**src/rtl/ibex_xif_multdiv_arbiter.sv**
```systemverilog
// Arbiter that shares the EX-stage multiplier/divider between the core ID
// stage and the XIF offload path. It grants one operation at a time, latches
// its operands, sequences the multdiv controls and holds the result until the
// owning requester accepts it.
module ibex_xif_multdiv_arbiter #(
  parameter bit          XifEnable  = 1'b1,
  parameter bit          RoundRobin = 1'b1,
  parameter int unsigned IdWidth    = 4
) (
  input  logic               clk_i,
  input  logic               rst_i,

  input  logic               core_req_i,
  input  logic [1:0]         core_op_i,
  input  logic [1:0]         core_signed_i,
  input  logic [31:0]        core_a_i,
  input  logic [31:0]        core_b_i,
  input  logic               core_kill_i,
  output logic               core_gnt_o,
  output logic               core_rvalid_o,
  input  logic               core_rready_i,

  input  logic               xif_req_i,
  input  logic [1:0]         xif_op_i,
  input  logic [1:0]         xif_signed_i,
  input  logic [31:0]        xif_a_i,
  input  logic [31:0]        xif_b_i,
  input  logic [IdWidth-1:0] xif_id_i,
  output logic               xif_gnt_o,
  output logic               xif_rvalid_o,
  input  logic               xif_rready_i,
  output logic [IdWidth-1:0] xif_id_o,

  output logic [31:0]        result_o,

  output logic               md_mult_en_o,
  output logic               md_div_en_o,
  output logic               md_mult_sel_o,
  output logic               md_div_sel_o,
  output logic [1:0]         md_operator_o,
  output logic [1:0]         md_signed_mode_o,
  output logic [31:0]        md_op_a_o,
  output logic [31:0]        md_op_b_o,
  output logic               md_ready_id_o,
  input  logic               md_valid_i,
  input  logic [31:0]        md_result_i
);

  typedef enum logic [1:0] {
    IDLE  = 2'd0,
    BUSY  = 2'd1,
    DONE  = 2'd2,
    ABORT = 2'd3
  } state_e;

  typedef enum logic {
    OWN_CORE = 1'b0,
    OWN_XIF  = 1'b1
  } owner_e;

  state_e               state_q, state_d;
  owner_e               owner_q, last_q;
  logic [1:0]           op_q, sgn_q;
  logic [31:0]          a_q, b_q, res_q;
  logic [IdWidth-1:0]   id_q;

  logic                 xif_act;
  logic                 pick_xif;
  logic                 grant_core, grant_xif;
  logic                 kill;
  logic                 is_div;

  // Arbitration: XIF wins a tie only in round-robin mode after a core grant.
  always_comb begin
    xif_act    = XifEnable && xif_req_i;
    pick_xif   = 1'b0;
    if (core_req_i && xif_act) begin
      pick_xif = RoundRobin && (last_q == OWN_CORE);
    end else begin
      pick_xif = xif_act;
    end
    grant_xif  = (state_q == IDLE) && xif_act && pick_xif;
    grant_core = (state_q == IDLE) && core_req_i && !grant_xif;
    kill       = core_kill_i && (owner_q == OWN_CORE);
    is_div     = op_q[1];
  end

  // Next state and all control/result outputs.
  always_comb begin
    state_d          = state_q;
    core_gnt_o       = grant_core;
    xif_gnt_o        = grant_xif;
    core_rvalid_o    = 1'b0;
    xif_rvalid_o     = 1'b0;
    xif_id_o         = '0;
    result_o         = '0;
    md_mult_en_o     = 1'b0;
    md_div_en_o      = 1'b0;
    md_mult_sel_o    = 1'b0;
    md_div_sel_o     = 1'b0;
    md_operator_o    = '0;
    md_signed_mode_o = '0;
    md_op_a_o        = '0;
    md_op_b_o        = '0;
    md_ready_id_o    = 1'b0;

    unique case (state_q)
      IDLE: begin
        if (grant_core || grant_xif) begin
          state_d = BUSY;
        end
      end
      BUSY: begin
        md_operator_o    = op_q;
        md_signed_mode_o = sgn_q;
        md_op_a_o        = a_q;
        md_op_b_o        = b_q;
        md_mult_sel_o    = !is_div;
        md_div_sel_o     = is_div;
        // A kill drops the enable immediately and discards a coincident valid.
        if (kill) begin
          state_d = ABORT;
        end else begin
          md_mult_en_o  = !is_div;
          md_div_en_o   = is_div;
          md_ready_id_o = md_valid_i;
          if (md_valid_i) begin
            state_d = DONE;
          end
        end
      end
      DONE: begin
        result_o = res_q;
        if (owner_q == OWN_XIF) begin
          xif_rvalid_o = 1'b1;
          xif_id_o     = id_q;
          if (xif_rready_i) begin
            state_d = IDLE;
          end
        end else begin
          core_rvalid_o = !core_kill_i;
          if (core_kill_i || core_rready_i) begin
            state_d = IDLE;
          end
        end
      end
      ABORT: begin
        md_ready_id_o = 1'b1;
        state_d       = IDLE;
      end
      default: state_d = IDLE;
    endcase
  end

  // State, ownership, operand and result registers.
  always_ff @(posedge clk_i or posedge rst_i) begin
    if (rst_i) begin
      state_q <= IDLE;
      owner_q <= OWN_CORE;
      last_q  <= OWN_XIF;
      op_q    <= '0;
      sgn_q   <= '0;
      a_q     <= '0;
      b_q     <= '0;
      id_q    <= '0;
      res_q   <= '0;
    end else begin
      state_q <= state_d;
      if (grant_xif) begin
        owner_q <= OWN_XIF;
        last_q  <= OWN_XIF;
        op_q    <= xif_op_i;
        sgn_q   <= xif_signed_i;
        a_q     <= xif_a_i;
        b_q     <= xif_b_i;
        id_q    <= xif_id_i;
      end else if (grant_core) begin
        owner_q <= OWN_CORE;
        last_q  <= OWN_CORE;
        op_q    <= core_op_i;
        sgn_q   <= core_signed_i;
        a_q     <= core_a_i;
        b_q     <= core_b_i;
        id_q    <= '0;
      end
      if ((state_q == BUSY) && !kill && md_valid_i) begin
        res_q <= md_result_i;
      end
    end
  end

endmodule

```
**config.mk**
```make
export PLATFORM = sky130hd
export DESIGN_NAME = ibex_xif_multdiv_arbiter
export DESIGN_NICKNAME = d
export VERILOG_FILES = /design/src/rtl/ibex_xif_multdiv_arbiter.sv
export SDC_FILE = /design/constraint.sdc
export NUM_CORES = 1
export LEC_CHECK = 0
export ABC_AREA = 1
export CELL_PAD_IN_SITES_DETAIL_PLACEMENT = 1
export CELL_PAD_IN_SITES_GLOBAL_PLACEMENT = 2
export CORE_MARGIN = 8
export CORE_UTILIZATION = 20
export CTS_CLUSTER_SIZE = 10
export DETAILED_ROUTE_END_ITERATION = 6
export GPL_TIMING_DRIVEN = 0
export PLACE_DENSITY_LB_ADDON = 0.08
export SLEW_MARGIN = 20
export SYNTH_ARGS = -nofsm -noshare
export SYNTH_HDL_FRONTEND = slang
export SYNTH_SLANG_ARGS = --single-unit
```
**constraint.sdc**
```tcl
create_clock -name clk_i -period 4.6 [get_ports clk_i]
set_input_delay 0.92 -clock clk_i [delete_from_list [all_inputs] [get_ports clk_i]]
set_output_delay 0.92 -clock clk_i [all_outputs]
set_load 0.01 [all_outputs]
```
==> summary.md, run 1 <==
| Metric | Value |
|---|---|
| Fin crit share | `0.814` |
| Synthesized area per cell | `7.13 sq um` |
| Yosys warning total | `0` |
| DR WL/cell | `between 15 and 20 microns` |
| CTS Buf Count | `9` |
| # port buffers | `~290` |
| Die H | `approximately 180 microns` |
| Placed insts | `1383` |
| Hold path cells | `2` |
| R2R setup slack | `2.74 ns` |
| Initial antenna violation count | `1` |
| Final ANT Viol Nets | `0` |
| Outcome | `finished clean` |
| First-pass DRT Iterations | `4` |
| CP max FO | `10` |
| CP required | `~3.7 ns` |
| Cell taking the most area after synthesis | `dfrtp_1` |
| Reg2Reg Launch Point | `last_q` |
| Total gr overflow | `0` |
| Rows | `60` |
| CTS max path bufs | `2` |
| Total of max-cap violations | `0` |
| Nets | `1233` |
| F_max | `around 270 MHz` |
| Synth Register Bits | `108` |
| Synth top area cells | `dfrtp_1, nand2_1, nor2_1` |
| Clk_lat worst skew | `approximately 0.35 ns` |
| Final Cell Area | `roughly 9000 sq um` |
| Number of hold buffers added after CTS | `0` |
| Area after DPL | `about 8700 sq um` |
| VDD IR max | `between 0.2 and 0.25 mV` |
| Worst setup SP type | `input port` |
| Post-CTS Setup Repair Bufs | `0` |
| 1st-iter DRT viols | `around 190` |
| Clock Skews | `0.0107 ns` |
| Reg2reg end | `b_q[21]` |
| Post_cts resized | `0` |
| Mapped Area | `about 5300 sq um` |
| LEAKAGE | `about 4.2 nW` |
| Slew @ Worst Pin | `approximately 0.58 ns` |
| Seq/Total Area, Yosys | `0.506` |
| Worst-path clk slew | `around 0.07 ns` |
| Post-layout min period | `between 3 and 4 ns` |
| Initial Util | `0.201` |
| I/O Pins | `293` |
| Final wirelength | `23100 microns` |
| Pin count of the biggest net entering global routing | `75` |
| CTS tree | `built` |
| Layout cells sized above 1 | `0.0473` |
| Vias in the first global route | `between 5000 and 6000` |
| Vias | `5596` |
| Syn nets | `roughly 930` |
| Total GRT Usage | `0.144` |
| Via density | `approximately 4.0` |
| Final GP Congestion | `approximately 0.70` |
| Final setup fails | `0` |
| First-pass GRT wire length | `between 30000 and 40000 microns` |
| RSZ-0062 raised after global routing | `false` |
| Reg2Reg Depth | `7` |
| Area grow syn2layout | `68.9%` |
| Dpl hpwl | `about 18000 microns` |
| Core area | `between 20000 and 30000 sq um` |
| Worst min path class | `flop to flop` |
| Yosys cell types | `19` |
| Die width | `179 microns` |
| Power per cell area | `561 nW/um^2` |
| Post-Syn Instances | `roughly 750` |
| Die area | `roughly 32000 sq um` |
| DRC violations left | `0` |
| Fin. Hold Viols | `0` |
| H-tree levels | `3` |
| Fin util | `0.339` |
| Fin. max-slew vios | `0` |
| Sink Count | `108` |
| Slew margin rel. | `0.615` |
| Root buffer cell | `clkbuf_16` |
| CP endpoint kind | `primary output` |
| Synth top area share | `0.502` |
| Arrival time worst endpoint | `between 2 and 3 ns` |
| Critical path class | `input port to primary output` |
| Endpoint, Worst Hold | `last_q` |
| Final std cells w/o fill | `1400` |
| HP Start | `last_q` |
how the worst max path moves through the flow:
stage | startpoint | end | slack [ns] | cells after the start
floorplan | rst_i | a_q[0] | 0.84 | 1
finish | core_req_i | core_gnt_o | 0.85 | 7
global placement | rst_i | a_q[15] | -1.61 | 2
global route | core_req_i | core_gnt_o | 0.65 | 7
CTS | core_req_i | core_gnt_o | 0.78 | 7
detailed placement | core_req_i | core_gnt_o | 0.79 | 7
stage by stage:
step | TNS (ns) | worst slack (ns) | hold WS, ns | total power (W)
after floorplan | 0 | 0.836 | 0.447 | 0.00299
after global placement | -170.94 | -1.61 | 0.459 | 0.00435
after detailed placement | 0 | 0.791 | 0.464 | 0.00437
after CTS | 0 | 0.778 | 0.475 | 0.00521
after global routing | 0 | 0.648 | 0.502 | 0.00554
final | 0 | 0.854 | 0.470 | 0.00506
per-layer routing:
layer  wire, microns  share of wire  vias to the layer above  global-route usage
li1                -              -                     2834                   -
met4             262          0.011                        2              0.0292
met5              10        0.00043                        -                   0
met2           10900           0.47                      165               0.239
met1            9620           0.42                     2578               0.170
met3            2320           0.10                       17              0.0639
where the power goes:
group          internal [W]  leakage, nW  total (W)  switching, W
registers           0.00141         1.28    0.00159      0.000188
clock network      0.000402        0.135   0.000799      0.000396
logic               0.00119         2.79    0.00266       0.00147
flip-flops by register name, indices dropped and copies added, names as in the netlist:
register,cells
b_q,32
last_q,1
owner_q,1
sgn_q,2
op_q,2
res_q,32
id_q,4
state_q,2
a_q,32
layout by cell type (no fill, tap or decap), drive strengths merged:
cell,instances
o21ai,6
dfrtp,107
diode,1
nor2,149
a31oi,1
clkinvlp,2
nand2,221
dfstp,1
clkbuf,30
inv,119
nor3,1
clkinv,1
clkdlybuf4s50,292
buf,23
a21oi,33
nand3,72
layout make-up:
| type | instances | area (sq um) |
|---|---|---|
| antenna | 1 | 2.50 |
| tap | 341 | 427 |
| clock buffer | 12 | 256 |
| timing repair buffer | 293 | 2950 |
| sequential | 108 | 2700 |
| multi-input combinational | 483 | 1980 |
| inverter | 118 | 450 |
| fill | 3283 | 17600 |
| buffer | 40 | 214 |
| clock inverter | 4 | 32.5 |
cell usage after synthesis:
cell,n
nand2_1,220
nor2_1,145
inv_1,113
dfrtp_1,107
nand3_1,72
a21oi_1,33
clkbuf_1,18
buf_4,12
buf_2,9
inv_2,5
o21ai_0,4
nor2_2,2
nor2_4,2
o21ai_1,2
a31oi_1,1
buf_6,1
dfstp_2,1
nand2_2,1
nor3_1,1
cells by family after synthesis:
group                  Yosys count  synth area share
and+or+nand+nor                443             0.333
buffers and inverters          158             0.123
DFF                            108             0.506
AOI/OAI and AO/OA               40            0.0377
worst max-delay path, cell delays in order:
cell and delay, ns:
clkdlybuf4s50_1 0.54, nand2_1 0.07, nand2_1 0.12, nor2_4 0.06, nor2_4 0.19, buf_2 0.29
clkdlybuf4s50_1 0.63
No activity file was read; power rests on OpenSTA's default activity.
==> run 2: changes to the inputs <==
CORE_UTILIZATION = 18   (was 20)
clock period = 3.3 ns   (was 4.6 ns; I/O delays follow)
==> run 2 against run 1 <==
  * Total power grew 42%
  * Die area increased by 10%
  * Sequential share of layout area shrank 0.52 points
  * Global-route usage is 0.63 points lower
  * Sequential cell count unchanged
  * Setup slack worse by 0.56 ns
  * Clock power up 49%
  * Register-to-register slack got worse by 1.3 ns
  * Sequential power grew 40%
  * First-iteration DRC count is 9.4% higher
  * Worst hold slack better by 0.012 ns
  * Largest cell class unchanged
  * Highest routed layer unchanged
==> summary.md, run 2 (synthesized netlist as in run 1, its figures left out) <==
| Metric | Value |
|---|---|
| Overall power | `0.00717 W (was 0.00506 W)` |
| CP peak stage delay | `0.56 ns (was 0.63 ns)` |
| Layout cells sized above 1 | `0.0536 (was 0.0473)` |
| I/O Pins | `293 (unchanged)` |
| CP required | `2.64 ns (was 3.68 ns)` |
| Clk_lat worst skew | `0.36 ns (was 0.35 ns)` |
| Vias | `5649 (was 5596)` |
| # port buffers | `292 (unchanged)` |
| Die area | `35400 sq um (was 32200 sq um)` |
| Commonest non-fill, non-tap cell in the layout | `clkdlybuf4s50_1 (unchanged)` |
| Most frequent cells in the layout | `clkdlybuf4s50_1, nand2_1, nor2_1, inv_1, dfrtp_1 (unchanged)` |
| Final GP Congestion | `0.681 (was 0.700)` |
| Number of hold buffers added after CTS | `0 (unchanged)` |
| Vias in the first global route | `6324 (was 5934)` |
| Root buffer cell | `clkbuf_16 (unchanged)` |
| Fin crit share | `0.912` |
| Core area | `29400 sq um (was 26600 sq um)` |
| Total of max-cap violations | `0 (unchanged)` |
| First-pass GRT wire length | `37900 microns (was 34900 microns)` |
| Register Area | `2700 sq um (unchanged)` |
| DR WL/cell | `16.6 microns (was 16.5 microns)` |
| CTS max path bufs | `2 (unchanged)` |
| Via density | `3.89 (was 4.00)` |
| Final wirelength | `24100 microns (was 23100 microns)` |
| First-pass DRT Iterations | `4 (unchanged)` |
| Post-place setup slack | `0.00597 ns (was 0.791 ns)` |
| VDD IR max | `0.307 mV (was 0.219 mV)` |
| CTS Buf Count | `9 (unchanged)` |
| H-tree levels | `3 (unchanged)` |
| RSZ-0062 raised after global routing | `false (unchanged)` |
| Top flop regs | `a_q: 32 flops, b_q: 32 flops, res_q: 32 flops (unchanged)` |
| Total GRT Usage | `0.137 (was 0.144)` |
| Final Cell Area | `9170 sq um (was 9010 sq um)` |
| F_max | `about 330 MHz` |
| Worst setup SP type | `input port (unchanged)` |
| Nets | `1238 (was 1233)` |
| Worst setup margin | `0.291 ns (was 0.854 ns)` |
| Worst min path class | `flop to flop (unchanged)` |
| Rows | `63 (was 60)` |
| Sink Count | `108 (unchanged)` |
| Area after DPL | `8840 sq um (was 8720 sq um)` |
| CP max FO | `10 (unchanged)` |
| Fin. Hold Viols | `0 (unchanged)` |
| Hold slack | `0.482 ns (was 0.470 ns)` |
| Arrival time worst endpoint | `2.35 ns (was 2.83 ns)` |
| 1st-iter DRT viols | `210 (was 192)` |
| CTS tree | `built (unchanged)` |
| Final ANT Viol Nets | `0 (unchanged)` |
| Outcome | `finished clean (unchanged)` |
| Final setup fails | `0 (unchanged)` |
| Critical path class | `input port to primary output (unchanged)` |
| Die H | `188 microns (was 179 microns)` |
| Multi-input logic area | `1980 sq um (about the same)` |
| DRC violations left | `0 (unchanged)` |
| Fillcell total | `3567 (was 3283)` |
| Initial antenna violation count | `3 (was 1)` |
| Setup TNS | `0 ns (unchanged)` |
| Dpl hpwl | `18800 microns (was 17900 microns)` |
| Pin count of the biggest net entering global routing | `28 (was 75)` |
| Power per cell area | `782 nW/um^2 (was 561 nW/um^2)` |
| LEAKAGE | `4.27 nW (was 4.21 nW)` |
| Worst-path clk slew | `0.07 ns (about the same)` |
| Critical-path top delay cell | `clkdlybuf4s50_1 (unchanged)` |
| Fin. max-slew vios | `0 (unchanged)` |
| Total gr overflow | `0 (unchanged)` |
| Clock Skews | `0.00845 ns (was 0.0107 ns)` |
| Die width | `188 microns (was 179 microns)` |
| Area grow syn2layout | `71.8% (was 68.9%)` |
| CP endpoint kind | `primary output (unchanged)` |
| Slew margin rel. | `0.582 (was 0.615)` |
| Post-layout min period | `between 3 and 4 ns` |
| Initial Util | `0.182 (was 0.201)` |
| CP Cell Sequence | `clkdlybuf4s50_1, nand2_1, nand2_1, nor2_4, nor2_4, clkbuf_4, clkdlybuf4s50_1 (was clkdlybuf4s50_1, nand2_1, nand2_1, nor2_4, nor2_4, buf_2, clkdlybuf4s50_1)` |
| Slew @ Worst Pin | `0.627 ns (was 0.577 ns)` |
[run 2: changes by cell type in the layout (fill, tap and decap cells not counted), sizes merged]
cell / delta
clkinv: +1
inv: +1
buf: +4
clkdlybuf4s50: -1
clkbuf: -2
bufinv: +1
dlymetal6s2s: +1
[run 2: through the flow]
stage / utilization / cells
3_3_place_gp: 0.298 / 1431
2_1_floorplan: - / 749
6_report: 0.312 / 1454
5_1_grt: 0.312 / 1454
3_5_place_dp: 0.301 / 1435
4_1_cts: 0.311 / 1451
[run 2: path summary, 6_finish.rpt]
kind | slack, ns | end | from | depth (start not counted)
worst max-delay path | 0.29 | core_gnt_o | core_req_i | 7
worst min-delay path | 0.48 | b_q[11] | b_q[11] | 2
worst max register to register | 1.41 | b_q[25] | last_q | 7
worst min register to register | 0.48 | b_q[11] | b_q[11] | 2
max in group asynchronous | 1.92 | b_q[19] | rst_i | 4
min in group asynchronous | 0.66 | a_q[12] | rst_i | 2
[run 2: what timing repair did]
| item | in CTS | in global routing |
|---|---|---|
| endpoints found under the setup margin | 1 | 2 |
| setup buffers | 0 | 2 |
| gates resized for setup | 1 | 2 |
| pin swaps | 0 | 1 |
[run 2: layout make-up]
type                       instances  area share
sequential                       108       0.295
timing repair buffer             298       0.330
clock buffer                       9      0.0245
tap                              390      0.0532
antenna                            1    0.000273
multi-input combinational        483       0.216
inverter                         118      0.0487
buffer                            40      0.0236
clock inverter                     7     0.00900
[run 2: where the power goes]
| part | total, W | internal [W] | switching (W) |
|---|---|---|---|
| Sequential | 0.00223 | 0.00196 | 0.000265 |
| Combinational | 0.00376 | 0.00168 | 0.00208 |
| Clock | 0.00119 | 0.000605 | 0.000581 |
| Total | 0.00717 | 0.00425 | 0.00292 |
[run 2: routing by layer]
| layer | global-route usage | up-vias | wire length (microns) |
|---|---|---|---|
| met5 | 0 | - | 27 |
| met3 | 0.0610 | 17 | 2190 |
| li1 | - | 2842 | - |
| met1 | 0.164 | 2627 | 10500 |
| met2 | 0.225 | 159 | 11200 |
| met4 | 0.0297 | 4 | 253 |
[run 2: critical path, delay by kind of cell]
family / cells / cell delay (ns)
buffers and inverters: 3 / 1.31
and+or+nand+nor: 4 / 0.38
==> run 3: changes to the inputs <==
CORE_MARGIN = 2   (was 8)
CORE_UTILIZATION = 20   (was 18)
MAX_ROUTING_LAYER = met4   (was unset)
clock period = 3.1 ns   (was 3.3 ns; I/O delays follow)
==> run 3 against run 2 <==
  * The flow now finishes with violations (design-rule violations)
  * Combinational power rose by 5%
  * Total power rose by 4.8%
  * Setup slack got worse by 0.13 ns
  * Count of clock-buffer cells in the layout rose by 1
  * Sequential power rose by 6%
  * Largest cell class unchanged
  * Sequential share of layout area rose by 0.26 points
  * Critical endpoint is now xif_gnt_o
==> summary.md, run 3 (synthesized netlist as in run 1, its figures left out) <==
| Metric | Value |
|---|---|
| Outcome | `complete, but fails checks (was finished clean)` |
| Failing checks | `design-rule violations` |
| Clock network power share | `0.159 (was 0.165)` |
| Top flop regs | `a_q: 32 flops, b_q: 32 flops, res_q: 32 flops (unchanged)` |
| Total GRT Usage | `0.161 (was 0.137)` |
| Worst-path clk slew | `0.08 ns (was 0.07 ns)` |
| VDD IR max | `0.270 mV (was 0.307 mV)` |
| DR WL/cell | `15.4 microns (was 16.6 microns)` |
| Power per cell area | `827 nW/um^2 (was 782 nW/um^2)` |
| Switching pwr | `0.00305 W (was 0.00292 W)` |
| Post-layout min period | `roughly 2.9 ns` |
| Dpl hpwl | `16700 microns (was 18800 microns)` |
| Worst min path class | `flop to flop (unchanged)` |
| Critical path class | `input port to primary output (unchanged)` |
| Clk_lat worst skew | `0.36 ns (about the same)` |
| Arrival time worst endpoint | `2.32 ns (was 2.35 ns)` |
| RSZ-0062 raised after global routing | `false (unchanged)` |
| Initial antenna violation count | `2 (was 3)` |
| Internal power | `0.00447 W (was 0.00425 W)` |
| H-tree levels | `3 (unchanged)` |
| Total of max-cap violations | `0 (unchanged)` |
| Pin count of the biggest net entering global routing | `29 (was 28)` |
| Fin util | `0.348 (was 0.312)` |
| Fin. Hold Viols | `0 (unchanged)` |
| CTS max path bufs | `2 (unchanged)` |
| GRT met2 Usage | `0.262 (was 0.225)` |
| Final GP Congestion | `0.723 (was 0.681)` |
| Sw Ratio | `0.406 (was 0.408)` |
| Core area | `26100 sq um (was 29400 sq um)` |
| Final setup fails | `0 (unchanged)` |
| I/O Pins | `293 (unchanged)` |
| Die H | `167 microns (was 188 microns)` |
| Fin crit share | `0.948` |
| Slew margin rel. | `0.635 (was 0.582)` |
| Final ANT Viol Nets | `0 (unchanged)` |
| Fin. max-slew vios | `0 (unchanged)` |
| M3 GR Usage | `0.0567 (was 0.0610)` |
| 1st-iter DRT viols | `185 (was 210)` |
| Total gr overflow | `0 (unchanged)` |
| Final wirelength | `21500 microns (was 24100 microns)` |
| Most frequent cells in the layout | `clkdlybuf4s50_1, nand2_1, nor2_1, inv_1, dfrtp_1 (unchanged)` |
| Fillcell total | `3213 (was 3567)` |
| F_max | `~340 MHz` |
| First-pass GRT wire length | `33900 microns (was 37900 microns)` |
| Nets | `1238 (unchanged)` |
| Post-place setup slack | `-0.0921 ns (was 0.00597 ns)` |
| Global routing's busiest layer | `met2 (unchanged)` |
| Area grow syn2layout | `70.4% (was 71.8%)` |
| CP max FO | `10 (unchanged)` |
| Slew @ Worst Pin | `0.548 ns (was 0.627 ns)` |
| Via density | `4.02 (was 3.89)` |
| CTS tree | `built (unchanged)` |
| Number of hold buffers added after CTS | `0 (unchanged)` |
| CTS Buf Count | `9 (unchanged)` |
| Die area | `28000 sq um (was 35400 sq um)` |
| # port buffers | `292 (unchanged)` |
| DRC violations left | `18 (was 0)` |
| Sink Count | `108 (unchanged)` |
| Vias in the first global route | `6119 (was 6324)` |
| Rows | `59 (was 63)` |
| Worst setup margin | `0.162 ns (was 0.291 ns)` |
| Sequential Power Share | `0.315 (was 0.310)` |
| Worst setup SP type | `input port (unchanged)` |
| Vias | `5626 (was 5649)` |
| Comb power frac | `0.526 (was 0.524)` |
| Grt met1 use | `0.192 (was 0.164)` |
| Layout cells sized above 1 | `0.0564 (was 0.0536)` |
| Clock Skews | `0.00995 ns (was 0.00845 ns)` |
| Commonest non-fill, non-tap cell in the layout | `clkdlybuf4s50_1 (unchanged)` |
| CP endpoint kind | `primary output (unchanged)` |
| Die width | `167 microns (was 188 microns)` |
| Initial Util | `0.204 (was 0.182)` |
| Root buffer cell | `clkbuf_16 (unchanged)` |
| CP required | `2.48 ns (was 2.64 ns)` |
| LEAKAGE | `4.26 nW (was 4.27 nW)` |
| First-pass DRT Iterations | `6 (was 4)` |
[run 3: cell type report]
class	count	area, sq um	area share
Inverter	118	447	0.0491
Clock buffer	10	239	0.0263
Multi-Input combinational cell	483	1980	0.218
Timing Repair Buffer	298	3020	0.333
Clock inverter	6	55.1	0.00605
Antenna cell	2	5.00	0.000550
Sequential cell	108	2700	0.297
Buffer	40	219	0.0241
Tap cell	335	419	0.0461
[run 3: worst max-delay path: stages]
cell	delay [ns]
clkdlybuf4s50_1	0.47
nand2_1	0.09
nand2_1	0.09
nor2_4	0.17
buf_2	0.28
clkdlybuf4s50_1	0.58
[run 3: metrics by stage]
| stage | power, W | cell area [sq um] | TNS (ns) | hold slack (ns) | instances |
|---|---|---|---|---|---|
| global placement | 0.00642 | 8680 | -29.06 | 0.463 | 1376 |
| global route | 0.00826 | 9090 | 0 | 0.505 | 1400 |
| detailed placement | 0.00647 | 8770 | -0.138 | 0.463 | 1380 |
| floorplan | 0.00444 | 5340 | 0 | 0.447 | 749 |
| finish | 0.00752 | 9090 | 0 | 0.473 | 1400 |
| CTS | 0.00771 | 9070 | 0 | 0.477 | 1396 |
[run 3: worst paths after layout]
path / from / to / slack (ns) / depth (start not counted)
min: last_q / last_q / 0.47 / 2
max reg2reg: last_q / a_q[2] / 1.30 / 7
max in group asynchronous: rst_i / sgn_q[1] / 1.77 / 4
min in group asynchronous: rst_i / a_q[3] / 0.64 / 2
min reg2reg: last_q / last_q / 0.47 / 2
max: core_req_i / xif_gnt_o / 0.16 / 6
[run 3: timing repair]
item | CTS | global route
buffers inserted | 0 | 2
endpoints found under the setup margin | 2 | 4
pin swaps | 0 | 1
resized for setup | 3 | 5
[run 3: power by group through the flow]
stage / Sequential, W / Combinational [W] / Clock, W
after CTS: 0.00238 / 0.00408 / 0.00125
after global placement: 0.00238 / 0.00404 / 0
after floorplan: 0.00233 / 0.00210 / 0
after detailed placement: 0.00241 / 0.00406 / 0
final: 0.00237 / 0.00395 / 0.00120
after global routing: 0.00246 / 0.00450 / 0.00131
[run 3: metal layers]
| metal | wire length, microns | up-vias |
|---|---|---|
| met4 | 192 | 0 |
| met3 | 2050 | 13 |
| met2 | 10200 | 170 |
| li1 | - | 2835 |
| met1 | 9120 | 2608 |
| met5 | 0 | - |
